==> src/rtl/sl_rx_ctrl.sv <==
`default_nettype none
// ============================================================================
//  Module   : sl_rx_ctrl
//  Purpose  : Host-side controller for one SL serial-line receiver. Sequences
//             and confirms config writes, decodes status-change events into
//             word / error events, buffers received words in a small FIFO
//             behind a valid/ready interface and keeps event counters.
//  Ports    : clk, rst                      - clock, sync active-high reset
//             rx_status/rx_data/rx_config   - receiver status, word, readback
//             rx_status_changed             - receiver event strobe
//             rx_wr_config/rx_wr_enable     - config write to receiver
//             rx_word_picked                - clears receiver WRF
//             cfg_req/cfg_data              - host config request
//             cfg_busy/cfg_done/cfg_err     - config sequence status
//             out_valid/out_ready/out_data/out_pef - word FIFO head
//             fifo_count/overflow           - FIFO fill level, sticky drop
//             cnt_clear                     - clears counters and overflow
//             word_cnt, par/len/lev_err_cnt - event counters
//  Revision : 1.0 - initial release
// ============================================================================
module sl_rx_ctrl #(
   parameter int STATUS_WIDTH = 16,
   parameter int CONFIG_WIDTH = 16,
   parameter int FIFO_DEPTH   = 4,
   parameter int CFG_TIMEOUT  = 1023
) (
   input  logic                    clk,
   input  logic                    rst,
   input  logic [STATUS_WIDTH-1:0] rx_status,
   input  logic [31:0]             rx_data,
   input  logic [CONFIG_WIDTH-1:0] rx_config,
   input  logic                    rx_status_changed,
   output logic [CONFIG_WIDTH-1:0] rx_wr_config,
   output logic                    rx_wr_enable,
   output logic                    rx_word_picked,
   input  logic                    cfg_req,
   input  logic [CONFIG_WIDTH-1:0] cfg_data,
   output logic                    cfg_busy,
   output logic                    cfg_done,
   output logic                    cfg_err,
   output logic                    out_valid,
   input  logic                    out_ready,
   output logic [31:0]             out_data,
   output logic                    out_pef,
   output logic [4:0]              fifo_count,
   output logic                    overflow,
   input  logic                    cnt_clear,
   output logic [15:0]             word_cnt,
   output logic [7:0]              par_err_cnt,
   output logic [7:0]              len_err_cnt,
   output logic [7:0]              lev_err_cnt
);

   localparam int PTR_W = (FIFO_DEPTH > 1) ? $clog2(FIFO_DEPTH) : 1;
   localparam int TMR_W = $clog2(CFG_TIMEOUT + 1);

   // ------------------------------------------------------------------------
   // Config sequencer
   // ------------------------------------------------------------------------
   typedef enum logic [1:0] {
      C_IDLE  = 2'd0,
      C_WRITE = 2'd1,
      C_CHECK = 2'd2
   } cfg_state_t;

   cfg_state_t       cfg_state;
   logic [TMR_W-1:0] cfg_timer;
   logic             cfg_valid;

   // Bit-quantity field must hold at least 8 and bit1 must be clear.
   assign cfg_valid = (cfg_data[6:1] >= 6'd8) && !cfg_data[1];

   // rx_wr_config doubles as the latched request; it only changes on an
   // accepted request so a rejected one never reaches the receiver.
   always_ff @(posedge clk) begin
      if (rst) begin
         cfg_state    <= C_IDLE;
         cfg_timer    <= '0;
         rx_wr_config <= '0;
         rx_wr_enable <= 1'b0;
         cfg_busy     <= 1'b0;
         cfg_done     <= 1'b0;
         cfg_err      <= 1'b0;
      end else begin
         cfg_done <= 1'b0;
         cfg_err  <= 1'b0;
         case (cfg_state)
            C_IDLE: begin
               if (cfg_req) begin
                  if (cfg_valid) begin
                     rx_wr_config <= cfg_data;
                     rx_wr_enable <= 1'b1;
                     cfg_busy     <= 1'b1;
                     cfg_timer    <= '0;
                     cfg_state    <= C_WRITE;
                  end else begin
                     cfg_err <= 1'b1;
                  end
               end
            end
            C_WRITE: begin
               // A readback match wins over a timeout in the same cycle.
               if (rx_config == rx_wr_config) begin
                  rx_wr_enable <= 1'b0;
                  cfg_done     <= 1'b1;
                  cfg_state    <= C_CHECK;
               end else if (cfg_timer == TMR_W'(CFG_TIMEOUT - 1)) begin
                  rx_wr_enable <= 1'b0;
                  cfg_err      <= 1'b1;
                  cfg_busy     <= 1'b0;
                  cfg_state    <= C_IDLE;
               end else begin
                  cfg_timer <= cfg_timer + TMR_W'(1);
               end
            end
            C_CHECK: begin
               cfg_busy  <= 1'b0;
               cfg_state <= C_IDLE;
            end
            default: cfg_state <= C_IDLE;
         endcase
      end
   end

   // ------------------------------------------------------------------------
   // Event decode (one event per strobe, highest priority first)
   // ------------------------------------------------------------------------
   logic st_wlc, st_wrp, st_wrf, st_pef, st_lef;
   logic ev_lef, ev_wlc, ev_word, ev_par;
   logic unused_status;

   assign st_wlc = rx_status[0];
   assign st_wrp = rx_status[1];
   assign st_wrf = rx_status[3];
   assign st_pef = rx_status[4];
   assign st_lef = rx_status[5];
   assign unused_status = ^rx_status;

   assign ev_lef  = rx_status_changed && st_lef;
   assign ev_wlc  = rx_status_changed && !st_lef && st_wlc;
   assign ev_word = rx_status_changed && !st_lef && !st_wlc && st_wrf && !st_wrp;
   assign ev_par  = rx_status_changed && !st_lef && !st_wlc && st_pef && !st_wrp && !st_wrf;

   // ------------------------------------------------------------------------
   // Word FIFO and counters
   // ------------------------------------------------------------------------
   logic [32:0]      fifo_mem [FIFO_DEPTH];
   logic [PTR_W-1:0] wr_ptr, rd_ptr;
   logic [4:0]       count;
   logic             fifo_full, pop, push, drop;

   assign fifo_full = (count == 5'(FIFO_DEPTH));
   assign pop       = out_valid && out_ready;
   // A same-cycle pop frees the slot, so a push into a full FIFO still lands.
   assign push      = ev_word && (!fifo_full || pop);
   assign drop      = ev_word && fifo_full && !pop;

   always_ff @(posedge clk) begin
      if (rst) begin
         for (int i = 0; i < FIFO_DEPTH; i++) fifo_mem[i] <= '0;
         wr_ptr         <= '0;
         rd_ptr         <= '0;
         count          <= '0;
         rx_word_picked <= 1'b0;
         overflow       <= 1'b0;
         word_cnt       <= '0;
         par_err_cnt    <= '0;
         len_err_cnt    <= '0;
         lev_err_cnt    <= '0;
      end else begin
         // The receiver is released even when the word is dropped.
         rx_word_picked <= ev_word;
         if (push) begin
            fifo_mem[wr_ptr] <= {rx_data, st_pef};
            wr_ptr           <= wr_ptr + PTR_W'(1);
         end
         if (pop) rd_ptr <= rd_ptr + PTR_W'(1);
         case ({push, pop})
            2'b10:   count <= count + 5'd1;
            2'b01:   count <= count - 5'd1;
            default: count <= count;
         endcase

         if (cnt_clear) begin
            overflow    <= 1'b0;
            word_cnt    <= '0;
            par_err_cnt <= '0;
            len_err_cnt <= '0;
            lev_err_cnt <= '0;
         end else begin
            if (drop)    overflow <= 1'b1;
            if (ev_word) word_cnt <= word_cnt + 16'd1;
            if (ev_par && par_err_cnt != 8'hFF) par_err_cnt <= par_err_cnt + 8'd1;
            if (ev_wlc && len_err_cnt != 8'hFF) len_err_cnt <= len_err_cnt + 8'd1;
            if (ev_lef && lev_err_cnt != 8'hFF) lev_err_cnt <= lev_err_cnt + 8'd1;
         end
      end
   end

   assign out_valid  = (count != 5'd0);
   assign out_data   = fifo_mem[rd_ptr][32:1];
   assign out_pef    = fifo_mem[rd_ptr][0];
   assign fifo_count = count;

endmodule
`default_nettype wire

==> config.mk <==
export PLATFORM = sky130hd
export DESIGN_NAME = sl_rx_ctrl
export DESIGN_NICKNAME = d
export VERILOG_FILES = /design/src/rtl/sl_rx_ctrl.sv
export SDC_FILE = /design/constraint.sdc
export NUM_CORES = 1
export LEC_CHECK = 0
export ABC_AREA = 1
export CAP_MARGIN = 0
export CORE_MARGIN = 8
export CORE_UTILIZATION = 40
export DETAILED_ROUTE_END_ITERATION = 16
export PLACE_DENSITY = 0.63
export SKIP_LAST_GASP = 1
export SLEW_MARGIN = 40
export SYNTH_ARGS = -nofsm -noshare
export SYNTH_HDL_FRONTEND = slang
export SYNTH_SLANG_ARGS = --single-unit
==> constraint.sdc <==
create_clock -name clk -period 3.5 [get_ports clk]
set_input_delay 0.35 -clock clk [delete_from_list [all_inputs] [get_ports clk]]
set_output_delay 0.35 -clock clk [all_outputs]
set_load 0.05 [all_outputs]
# After elaboration in Yosys (flattened, before gate mapping)
# Memory sizes are Yosys's and may differ from the RTL's. A register that Yosys moved wholly into a read port is not among the register bits.
# Cells that the tools add are included.
[totals] wordCells=116 register_bits=83 n_memories=1 out_inout_bits=101 mem_bits_ro=0 ram_bits=132 latch_bits=0 inputBits=86
[memory_table] memory="fifo_mem" words=4 width=33 rd=1 rd_ports_with_merged_regs=1 write_ports=4 line="147" text="logic [32:0] fifo_mem [FIFO_DEPTH];"
[classes] mul=0 n_reduce_logical=38 n_addsub=9 order_cmp=1 eq_ne=16 n_mux=34 n_shift=0 bitwise=1 n_div=0
[ops] op="10-bit two-way mux" count=4
[ops] op="33-bit two-way mux" count=1
[ops] op="33-bit OR reduction" count=1
[ops] op="8-bit by 1-bit adder with 8-bit output (second input constant)" count=3
[ops] op="8-bit != test (second input constant)" count=3
[ops] op="10-bit one-hot mux with 2 select lines" count=1
[ops] op="1-bit logical AND" count=17
[ops] op="16-bit by 1-bit adder with 16-bit output (second input constant)" count=1
[ops] op="16-bit equality test" count=1
[ops] op="1-bit two-way mux" count=16
[ops] op="2-bit two-way mux" count=7
[ops] op="10-bit by 1-bit adder with 10-bit output (second input constant)" count=1
[ops] op="10-bit equality test (second input constant)" count=1
[ops] op="2-bit != test (second input constant)" count=5
[ops] op="5-bit one-hot mux with 2 select lines" count=1
[ops] op="5-bit AND reduction" count=2
[ops] op="1-bit zero test" count=7
[ops] op="6-bit by 4-bit >= comparator with 1-bit output (second input constant)" count=1
[ops] op="3-bit AND reduction" count=2
[ops] op="5-bit by 1-bit adder with 5-bit output (second input constant)" count=1
[ops] op="5-bit by 3-bit equality test with 1-bit output (second input constant)" count=1
[ops] op="5-bit nonzero test" count=1
[ops] op="5-bit by 1-bit subtractor with 5-bit output (second input constant)" count=1
[ops] op="2-bit by 1-bit adder with 2-bit output (second input constant)" count=2
[ops] op="13 further kinds" count=18

# Longest topological paths before layout
[depth] depth_word=11 ltp_mapped=13 depth_no_buf=13

# Least setup slack after synthesis
# Ideal clock, no wire load.
[synth_path] path_type="register to register" startpoint="register count[0], in the netlist fifo_count[0]" endpoint="memory fifo_mem[3][0] (enable)" setup_ns=0.473 slack_ns=-0.534 t_arrival_ns=3.561 stages_incl_launch_ff=5 required_ns=3.027 synth_period_minus_slack_ns=4.034 path_buffers=0 cell_sequence="dfxtp_1 -> nor2_1 -> nand3_1 -> nand2_2 -> o31ai_1"
[synth_lines] item="start: declaration" line="149" text="logic [4:0] count;"
[synth_lines] item="start signal: assignment" line="179" text="2'b10: count <= count + 5'd1;"
[synth_lines] item="start signal: assignment" line="180" text="2'b01: count <= count - 5'd1;"
[synth_lines] item="start signal: assignment" line="181" text="default: count <= count;"
[synth_lines] item="end: declaration" line="147"

==> flow_metrics.env <==
export IMPL_io_pins=187
export IMPL_critPathMaxFanout=66
export IMPL_path_class="reg -> out"
export IMPL_cts_clk_slew_worst_paths_ps=60
export IMPL_worst_pin_slew_ps=767
export IMPL_syn_area_um2=10200
export IMPL_critPathRequiredTime_ps=3150
export IMPL_wl_per_cell_um=15.3
export IMPL_maxSlewViolCount=0
export IMPL_min_to="rx_wr_config[4]"
export IMPL_initial_utilization=0.407
export IMPL_overflow=0
export IMPL_p_leak_nw=5.00
export IMPL_drv_cap=0
export IMPL_slew_headroom=0.486
export IMPL_start_kind="flop"
export IMPL_layout_nets=1428
export IMPL_syn_nets=1255
export IMPL_grt_use_total=0.161
export IMPL_h_tree_depth=1
export IMPL_setup_viol=0
export IMPL_fin_area_um2=13300
export IMPL_power_density_nw_per_um2=612
export IMPL_post_cts_resized=0
export IMPL_routed_wl_mm=25.7
export IMPL_grt_pass1_wl_mm=41.0
export IMPL_fillers=2348
export IMPL_hp_class="in -> reg"
export IMPL_r2r_start="fifo_count[0]"
export IMPL_ctsLongestPathBuffers=3
export IMPL_r2r_cells=12
export IMPL_r2r_end="fifo_count[4]"
export IMPL_netlist_instances=1156
export IMPL_fin_crit_ps=3140
export IMPL_end_kind="output port"
export IMPL_grt_antenna_before_repair=1
export IMPL_synth_edf_count=132
export IMPL_drive_gt1_frac=0.0869
export IMPL_p_total_mw=8.16
export IMPL_ant_nets=0
export IMPL_status="completed"
export IMPL_placementRows=58
export IMPL_yosys_area_top_type="edfxtp_1"
export IMPL_grt_start_max_net_pins=86
export IMPL_die_area_um2=30900
export IMPL_vias=8281
export IMPL_drt_first_pass_iters=5
export IMPL_place_hpwl_mm=16.7
export IMPL_avgSynthCellArea_um2=8.84
export IMPL_place_congestion=0.782
export IMPL_io_buffers=175
export IMPL_multiInputGateArea_um2=3790
export IMPL_peakVddDrop_mv=0.596
export IMPL_netlist_top_cells_area="edfxtp_1 39%, dfxtp_1 17%, nor2_1 7.9%, o21ai_0 6.2%, inv_1 5.3%"
export IMPL_fin_hold_ws_ps=411
export IMPL_whs_path_depth=3
export IMPL_drc=0
export IMPL_rsz0062_at_grt="false"
export IMPL_synth_seq_cells=217
export IMPL_post_cts_buffers=0
export IMPL_hold_buffers=0
export IMPL_clockRootBuffer="clkbuf_16"
export IMPL_cts_buffers=25
export IMPL_fin_crit_sh=0.899
export IMPL_ys_seq_area_frac=0.555
export IMPL_cts_sinks=217
export IMPL_placed_area_um2=12400
export IMPL_max_freq_mhz=318
export IMPL_seq_area_um2=5670
export IMPL_hold_viol_final=0
export IMPL_first_iter_violations=479
export IMPL_viasPerCell=4.94
export IMPL_ys_async_sr_fraction=0
export IMPL_worstPathArrival_ps=2790
export IMPL_worstHoldStart="cfg_data[4]"
export IMPL_synth_top_area_frac=0.388
export IMPL_die_w_um=176
export IMPL_fp_dieH_um=176
export IMPL_clock_skew_ps=13.3
export IMPL_regToRegSetupSlack_ps=1310
export IMPL_core_um2=25100
export IMPL_grt_pass1_vias=8043
export IMPL_clkLatencyLatePin_ps=500
export IMPL_synth_cell_type_count=37
export IMPL_area_delta_synth_final_pct=30.4
export IMPL_cts_tree="built"
export IMPL_synth_warnings=0
export IMPL_diodes=0
export IMPL_synth_main_ff_cell="edfxtp_1"
==> cell usage in the layout (no fill, tap or decap), types with 2 or more instances in the layout <==
cell,count
xnor2_1,3
clkinvlp_2,3
nor3_1,37
o21ai_4,2
o22ai_1,33
o21ai_0,124
buf_12,5
nor2_1,214
nand4_1,12
and3_1,3
nor2_4,8
a31oi_1,2
nor3_2,30
clkdlybuf4s50_1,175
ha_1,12
clkbuf_16,25
clkinv_1,5
inv_1,142
dfxtp_1,84
a21oi_1,59
nand3_1,35
edfxtp_1,132
clkinv_2,5
buf_4,16
o21bai_1,4
nor2_2,2
nand2_1,136
nand2_2,3
xor2_1,10
nand3_2,2
bufinv_16,8
nor4_1,2
==> registers in the layout, indices dropped and copies added, names as in the netlist, named ones only <==
register        flops
rx_word_picked      1
fifo_mem          132
par_err_cnt         8
cfg_state           2
cfg_busy            1
rx_wr_enable        1
len_err_cnt         8
rd_ptr              2
cfg_done            1
cfg_err             1
overflow            1
word_cnt           16
cfg_timer          10
lev_err_cnt         8
rx_wr_config       16
wr_ptr              2
fifo_count          5
==> how the worst max path moves through the flow <==
stage / startpoint / end / slack (ps)
3_3_place_gp: rx_status_changed / fifo_mem[3][10] / 640
2_1_floorplan: fifo_count[0] / fifo_mem[1][0] / -400
4_1_cts: flop / out_pef / 280
3_5_place_dp: rx_status_changed / fifo_count[4] / 780
5_1_grt: flop / out_data[28] / 180
6_report: flop / out_pef / 360
==> final cells by class <==
cell class	instances	area share
clock inverters	19	0.0224
well taps	330	0.0310
inverters	147	0.0415
multi-input cells	742	0.284
repair buffers	196	0.148
clock buffers	26	0.0472
flip-flops and latches	217	0.425
==> Yosys cell counts (4+ instances only) <==
cell / instances
nand3_1: 35
a21oi_1: 59
nand4_1: 12
inv_1: 143
edfxtp_1: 132
nor3_1: 37
o21bai_1: 4
ha_1: 12
clkbuf_1: 37
nor2_1: 214
buf_6: 7
o21ai_0: 126
dfxtp_1: 85
buf_2: 4
o22ai_1: 33
nor3_2: 30
xor2_1: 10
nand2_1: 136
nor2_4: 8
==> metrics by stage <==
stage	setup WS (ps)	utilization	TNS, ps	std cells
floorplan	-399	-	-26340	1156
global placement	643	0.493	0	1631
detailed placement	779	0.494	0	1632
CTS	282	0.531	0	1677
global route	181	0.531	0	1677
finish	355	0.531	0	1677
==> worst max-delay path, cell delays in order (launching register included) <==
cell,delay (ps)
dfxtp_2,340
buf_4,560
o21ai_0,190
o22ai_1,310
clkdlybuf4s50_1,870
==> routing by layer <==
| layer | wire [µm] | share of wire | track usage |
|---|---|---|---|
| met5 | 13 | 0.00051 | 0 |
| met3 | 1790 | 0.070 | 0.0429 |
| met4 | 357 | 0.014 | 0.0332 |
| met2 | 12200 | 0.47 | 0.273 |
| met1 | 11300 | 0.44 | 0.202 |
==> kinds of logic (layout without fill, tap and decap cells) <==
family                   count (synthesis)  count (layout)  share of synthesized area
AND/OR/NAND/NOR                        488             488                      0.222
flip-flops                             217             217                      0.555
AO/OA/AOI/OAI                          228             228                      0.118
adder cells (fa/ha/maj)                 13              13                     0.0167
XOR/XNOR                                13              13                     0.0111
buffers and inverters                  197             388                     0.0780
==> where the power goes <==
| group | internal, mW | leakage, nW | total (mW) | switching [mW] |
|---|---|---|---|---|
| registers | 2.82 | 2.05 | 2.90 | 0.0739 |
| clock network | 1.89 | 0.446 | 2.91 | 1.02 |
| logic | 0.750 | 2.50 | 2.35 | 1.60 |
No activity file was read; power rests on OpenSTA's default activity.
